===== src/rtl/arbitro_wrr.sv =====
// arbitro_wrr: weighted round-robin pop arbiter over NUM_CH input FIFOs with a
// destination-routed push datapath into NUM_CH output FIFOs. Arbitration stalls
// on any output almost-full; per-output push counters and a drop counter for
// words whose destination field names no existing output.
module arbitro_wrr #(
    parameter int DATA_SIZE = 12,
    parameter int NUM_CH    = 4,
    parameter int DEST_W    = 2,
    parameter int DEST_LSB  = 8,
    parameter int WEIGHT_W  = 3,
    parameter int CNT_W     = 5
) (
    input  logic                        clk,
    input  logic                        reset_L,
    input  logic [NUM_CH*WEIGHT_W-1:0]  weights,
    input  logic [NUM_CH-1:0]           fifo_empty,
    input  logic [NUM_CH-1:0]           fifo_af,
    input  logic                        in_valid,
    input  logic [DATA_SIZE-1:0]        data_in,
    input  logic                        cnt_clr,
    output logic [NUM_CH-1:0]           pop,
    output logic [NUM_CH-1:0]           push,
    output logic [DATA_SIZE-1:0]        data_out,
    output logic [NUM_CH*CNT_W-1:0]     cont,
    output logic [CNT_W-1:0]            drop_cnt,
    output logic                        idle
);

    localparam int CUR_W = $clog2(NUM_CH);

    typedef enum logic {
        SELECT,
        SERVE
    } state_t;

    state_t                          state;
    logic [CUR_W-1:0]                cur;
    logic [WEIGHT_W-1:0]             credit;
    logic [WEIGHT_W-1:0]             weight [NUM_CH];
    logic [NUM_CH-1:0]               req;
    logic                            stall;
    logic [CUR_W-1:0]                next_ch;
    logic [DEST_W-1:0]               dest;
    logic                            dest_ok;
    logic                            drop;
    logic [NUM_CH-1:0][CNT_W-1:0]    cont_q;
    logic [CNT_W-1:0]                drop_q;

    // Channel reached by stepping 'off' positions forward from 'base', modulo NUM_CH.
    function automatic logic [CUR_W-1:0] ch_after(input logic [CUR_W-1:0] base, input int off);
        int s;
        s = int'(base) + off;
        if (s >= NUM_CH) s = s - NUM_CH;
        return CUR_W'(s);
    endfunction

    assign stall = |fifo_af;

    // Unpack the weight bus and form the per-channel request vector.
    always_comb begin
        // NOTE: every combinational output gets a default before any conditional
        // assignment, so no path through the block can leave a latch behind.
        req = '0;
        for (int i = 0; i < NUM_CH; i++) begin
            weight[i] = weights[i*WEIGHT_W +: WEIGHT_W];
            req[i]    = !fifo_empty[i] && (weight[i] != '0);
        end
    end

    // Cyclic search starting at cur+1; cur itself has the lowest priority.
    // Walking from the farthest candidate to the nearest lets the nearest win.
    always_comb begin
        next_ch = cur;
        for (int k = NUM_CH; k >= 1; k--) begin
            if (req[ch_after(cur, k)]) next_ch = ch_after(cur, k);
        end
    end

    // Arbiter FSM: SELECT picks a channel and loads its credit, SERVE spends it.
    always_ff @(posedge clk or negedge reset_L) begin
        if (!reset_L) begin
            state  <= SELECT;
            cur    <= '0;
            credit <= '0;
            pop    <= '0;
            idle   <= 1'b1;
        end else begin
            // NOTE: state registers use non-blocking assignments so every flop
            // samples pre-edge values regardless of statement order.
            pop  <= '0;
            idle <= 1'b1;
            case (state)
                SELECT: begin
                    if (!stall && (|req)) begin
                        cur    <= next_ch;
                        credit <= weight[next_ch];
                        state  <= SERVE;
                    end
                end
                SERVE: begin
                    // A stall freezes cur and credit; the burst resumes where it left off.
                    if (!stall) begin
                        if (req[cur] && (credit != '0)) begin
                            pop    <= NUM_CH'(1) << cur;
                            idle   <= 1'b0;
                            credit <= credit - WEIGHT_W'(1);
                            if (credit == WEIGHT_W'(1)) state <= SELECT;
                        end else begin
                            // Channel went empty or was disabled: leftover credit is lost.
                            state <= SELECT;
                        end
                    end
                end
                default: state <= SELECT;
            endcase
        end
    end

    assign dest    = data_in[DEST_LSB +: DEST_W];
    assign dest_ok = int'(dest) < NUM_CH;

    // Route the returned word by its destination field; held quiet during reset.
    always_comb begin
        push     = '0;
        data_out = '0;
        drop     = 1'b0;
        if (reset_L && in_valid) begin
            if (dest_ok) begin
                push     = NUM_CH'(1) << dest;
                data_out = data_in;
            end else begin
                drop = 1'b1;
            end
        end
    end

    // Push and drop counters; clear wins over any increment in the same cycle.
    always_ff @(posedge clk or negedge reset_L) begin
        if (!reset_L) begin
            cont_q <= '0;
            drop_q <= '0;
        end else if (cnt_clr) begin
            cont_q <= '0;
            drop_q <= '0;
        end else begin
            for (int i = 0; i < NUM_CH; i++) begin
                if (push[i]) cont_q[i] <= cont_q[i] + CNT_W'(1);
            end
            if (drop) drop_q <= drop_q + CNT_W'(1);
        end
    end

    assign cont     = cont_q;
    assign drop_cnt = drop_q;

endmodule


===== config.mk =====
export PLATFORM = sky130hd
export DESIGN_NAME = arbitro_wrr
export DESIGN_NICKNAME = d
export VERILOG_FILES = /design/src/rtl/arbitro_wrr.sv
export SDC_FILE = /design/constraint.sdc
export NUM_CORES = 1
export LEC_CHECK = 0
export CORE_ASPECT_RATIO = 1.1
export CORE_MARGIN = 3
export CORE_UTILIZATION = 47
export DETAILED_ROUTE_END_ITERATION = 6
export PLACE_DENSITY = 0.87
export SETUP_SLACK_MARGIN = 0.15
export SYNTH_ARGS = -nofsm -noshare
export SYNTH_HDL_FRONTEND = slang
export SYNTH_SLANG_ARGS = --single-unit

===== constraint.sdc =====
create_clock -name clk -period 3.32 [get_ports clk]
set_input_delay 0.664 -clock clk [delete_from_list [all_inputs] [get_ports clk]]
set_output_delay 0.664 -clock clk [all_outputs]
set_load 0.02 [all_outputs]

==> metrics.sh <==
RUN_STATUS='finished, final reports clean'
NUMCLOCKSINKS=31
ASYNC_SET_RESET_FLOP_SHARE_OUT_OF_SYNTHESIS=1.00
CTS_BUFFERS=5
CPMOSTUSEDCELL='sky130_fd_sc_hd__clkdlybuf4s50_1'
TIMING.HOLD.WORST.CLASS='input port to asynchronous set/reset pin'
LARGEST_NET_DEGREE_AT_THE_START_OF_GLOBAL_ROUTING=24
MAX_FREQ_MHz=338
ROUTE.ANTENNA.REMAINING_NETS=0
CTS_HOLD_REPAIR.BUFFERS=0
ROUTEDWLPERCELL_UM=14.9
DRC_ERRORS=0
NETLIST_TOP_CELLS_COUNT='30 x sky130_fd_sc_hd__dfrtp_1, 28 x sky130_fd_sc_hd__nor2_1, 16 x sky130_fd_sc_hd__and3_1'
R2R_SETUP_SLACK_PS=820
OVERFLOW=0
WORSTSETUPENDPOINTTYPE='output port'
PLACEMENT.CELL_AREA_MM2=0.00289
MULTIINPUTGATEAREA_MM2=0.00121
FINAL_LAYOUT_SIZE_SUFFIX_GT1_FRAC=0.0927
CRIT_START='in_valid'
DR.FIRST_ITER.DRC_COUNT=128
TIGHTESTPINTRANSITION_PS=697
FIRST_GLOBAL_VIAS=1880
SEQ_AREA_FRAC_SYNTH=0.374
START_UTIL=0.505
FP.DIEH_UM=75.7
SKEW_PS=5.83
TIMING_WORST_SETUP_PATH_TYPE='input port to output port'
CTS_ROOT_BUF='sky130_fd_sc_hd__clkbuf_8'
SLEW_VIOL_FINAL=0
TOTAL_LENGTH_OF_ROUTED_WIRES_MM=5.26
CLOCK_BUFFER_DEPTH=2
ANTENNA_CELLS_INSERTED=0
POSTSYNTHAREAPERCELL_UM2=9.40
IO_BUFFERS=76
HIGHEST_FANOUT_SEEN_ON_THE_CRITICAL_PATH=6
TYPE_OF_ORIGIN_OF_THE_CRITICAL_PATH='input port'
CELLLEAKAGEPOWER_uW=0.00131
PLACEDCELLCOUNT=346
YOSYS_WARNINGS=0
STARTPOINT_OF_THE_WORST_REGISTER_TO_REGISTER_PATH='cur[0]'
CORE_MM2=0.00411
DIE_W_UM=69.4
AREA_TAKEN_BY_FLIP_FLOPS_AND_LATCHES_UM2=777
PIN_COUNT=82
MAX_CAP_VIOLS=0
NETLIST_TOP_CELLS_AREA='sky130_fd_sc_hd__dfrtp_1 36%, sky130_fd_sc_hd__ha_1 6.6%, sky130_fd_sc_hd__nor2_1 5.1%'
FLOW.AREA_GROWTH_FROM_SYNTHESIS_PCT=43.1
FINAL_HOLD_VIOL_COUNT=0
SYNTH.DISTINCT_CELLS=50
FINALSETUPVIOLATIONS=0
SYNTH_TOP_AREA_SHARE=0.361
MAX-SLEW-MARGIN-REL=0.534
FIN_HOLD_WS_PS=386
MAX_STAGE_DELAY_PS=650
CRIT-REG2REG-CAPTURE='credit[0]'
TIMING.CRITICAL_PATH.TO='push[3]'
POSTLAYOUTSETUPSLACKWORST_PS=365
INSERTION_DELAY_PS=280
SYNTH-MAIN-FF-CELL='sky130_fd_sc_hd__dfrtp_1'
POST-ROUTE-CELL-AREA_MM2=0.00297
STD_CELL_ROWS=24
ANTENNA_FOUND_INITIAL=0
TIMING.CRITICAL_PATH.ARRIVAL_PS=2290
NETLIST_AREA_MM2=0.00208
MAXIMUM_LEVEL_OF_THE_CTS_H_TREE=2
FINAL_MIN_PERIOD_OVER_CLOCK_PERIOD=0.890
POWER-PER-CELL-AREA_mW_PER_MM2=446
NUM_VIAS=1959
YOSYSTOPAREACELL='sky130_fd_sc_hd__dfrtp_1'
FINAL_NET_COUNT=348
IR_DROP_V=0.000252
DRT_PASS1_ITERATIONS=4
RR_WORST_DEPTH=8
NUMBER_OF_FLIP_FLOPS_AND_LATCHES_IN_THE_SYNTHESIZED_NETLIST=31
CTS.REPAIR.RESIZED=0
PLACE_HPWL_MM=4.24
SYNTH_EDF_COUNT=0
PLACEMENT.SETUP.WORST_SLACK_PS=373
WORSTPATHCELLLIST='clkdlybuf4s50_1 > and3_1 > and2_1 > clkdlybuf4s50_1'
CRIT_PATH_TOP_DELAY_CELL='sky130_fd_sc_hd__clkdlybuf4s50_1'
POSTCTSSETUPBUFFERS=0
N_FILL_CELL=304
POSTSYNTHCELLCOUNT=221
DIEAREA_MM2=0.00526
LAYOUT.CELLS.NON_FILLER=354
FINALSETUPTNS_PS=0
GRT_PASS1_WL_MM=8.85
TIMING.FINAL.CRIT_PERIOD_PS=2950
GLOBALPLACE.CONGESTION=0.882
CLKSLEWWORSTSETUPHOLDPATHS_PS=60
GRT_USE_TOTAL=0.212
CRITPATHREQUIREDTIME_PS=2660
ROUTE.DETAILED.VIAS_PER_INST=5.53
TRITONCTS_CLOCK_TREE='built'
RSZ0062_AT_GRT='no'
SYNTH_MOST_COMMON_CELL='sky130_fd_sc_hd__dfrtp_1'
==> worst min-delay path by stage <==
stage / start / endpoint / slack, ps / cells after the start
after floorplan: reset_L / cont[0] / 370 / 0
after global routing: reset_L / cont[17] / 400 / 2
after CTS: reset_L / cont[18] / 370 / 2
after global placement: state / state / 520 / 1
final: reset_L / cont[17] / 390 / 2
after detailed placement: cont[4] / cont[4] / 520 / 2
==> flip-flops by register name (all words and copies together), names as in the netlist <==
| signal | flops |
|---|---|
| pop | 4 |
| state | 1 |
| idle | 1 |
| cur | 2 |
| credit | 3 |
| cont | 20 |
==> power breakdown <==
part | total, uW | leakage (uW) | switching (uW) | internal (uW)
clock | 274 | 0.0000422 | 127 | 147
sequential | 459 | 0.000416 | 43.1 | 416
combinational | 593 | 0.000853 | 327 | 266
==> cells in the final DEF, fill, tap and decap left out, types with 6 or more instances in the layout <==
master,n
sky130_fd_sc_hd__and3_1,16
sky130_fd_sc_hd__mux2i_1,6
sky130_fd_sc_hd__nand2_1,8
sky130_fd_sc_hd__inv_1,7
sky130_fd_sc_hd__nand4_1,9
sky130_fd_sc_hd__nand3_1,6
sky130_fd_sc_hd__o21ai_0,7
sky130_fd_sc_hd__buf_4,7
sky130_fd_sc_hd__clkdlybuf4s50_1,75
sky130_fd_sc_hd__nor3_1,6
sky130_fd_sc_hd__nor2_1,28
sky130_fd_sc_hd__dfrtp_1,30
sky130_fd_sc_hd__ha_1,11
sky130_fd_sc_hd__xor2_1,12
==> metrics by stage <==
stage	utilization	power, uW
2_1_floorplan	-	884
3_3_place_gp	0.703	1040
3_5_place_dp	0.703	1050
4_1_cts	0.723	1340
5_1_grt	0.723	1440
6_report	0.723	1330
==> area by class of cell <==
type / instances / share of cell area
inverter: 9 / 0.0114
timing repair buffer: 83 / 0.272
clock inverter: 1 / 0.00168
clock buffer: 7 / 0.0257
multi-input combinational: 171 / 0.406
sequential: 31 / 0.261
tap: 52 / 0.0219
==> logic make-up after synthesis <==
kind of cell / Yosys count / share of synthesized area
AND/OR/NAND/NOR: 94 / 0.241
AO/OA/AOI/OAI: 35 / 0.138
other: 1 / 0.00180
buffers and inverters: 23 / 0.0518
flip-flops: 31 / 0.374
adder cells (fa/ha/maj): 11 / 0.0662
XOR/XNOR: 17 / 0.0716
multiplexers: 9 / 0.0560
==> worst max-delay path, delay by kind of cell <==
kind,cells,cell delay (ps)
buf+inv,2,1170
simple gates,2,460
==> per-layer routing <==
| metal | global-route usage | part of all wire |
|---|---|---|
| met1 | 0.255 | 0.41 |
| met2 | 0.378 | 0.50 |
| met3 | 0.0475 | 0.081 |
| met4 | 0.0803 | 0.013 |
| met5 | 0 | 0 |
Power figures use the tool's default switching activity.
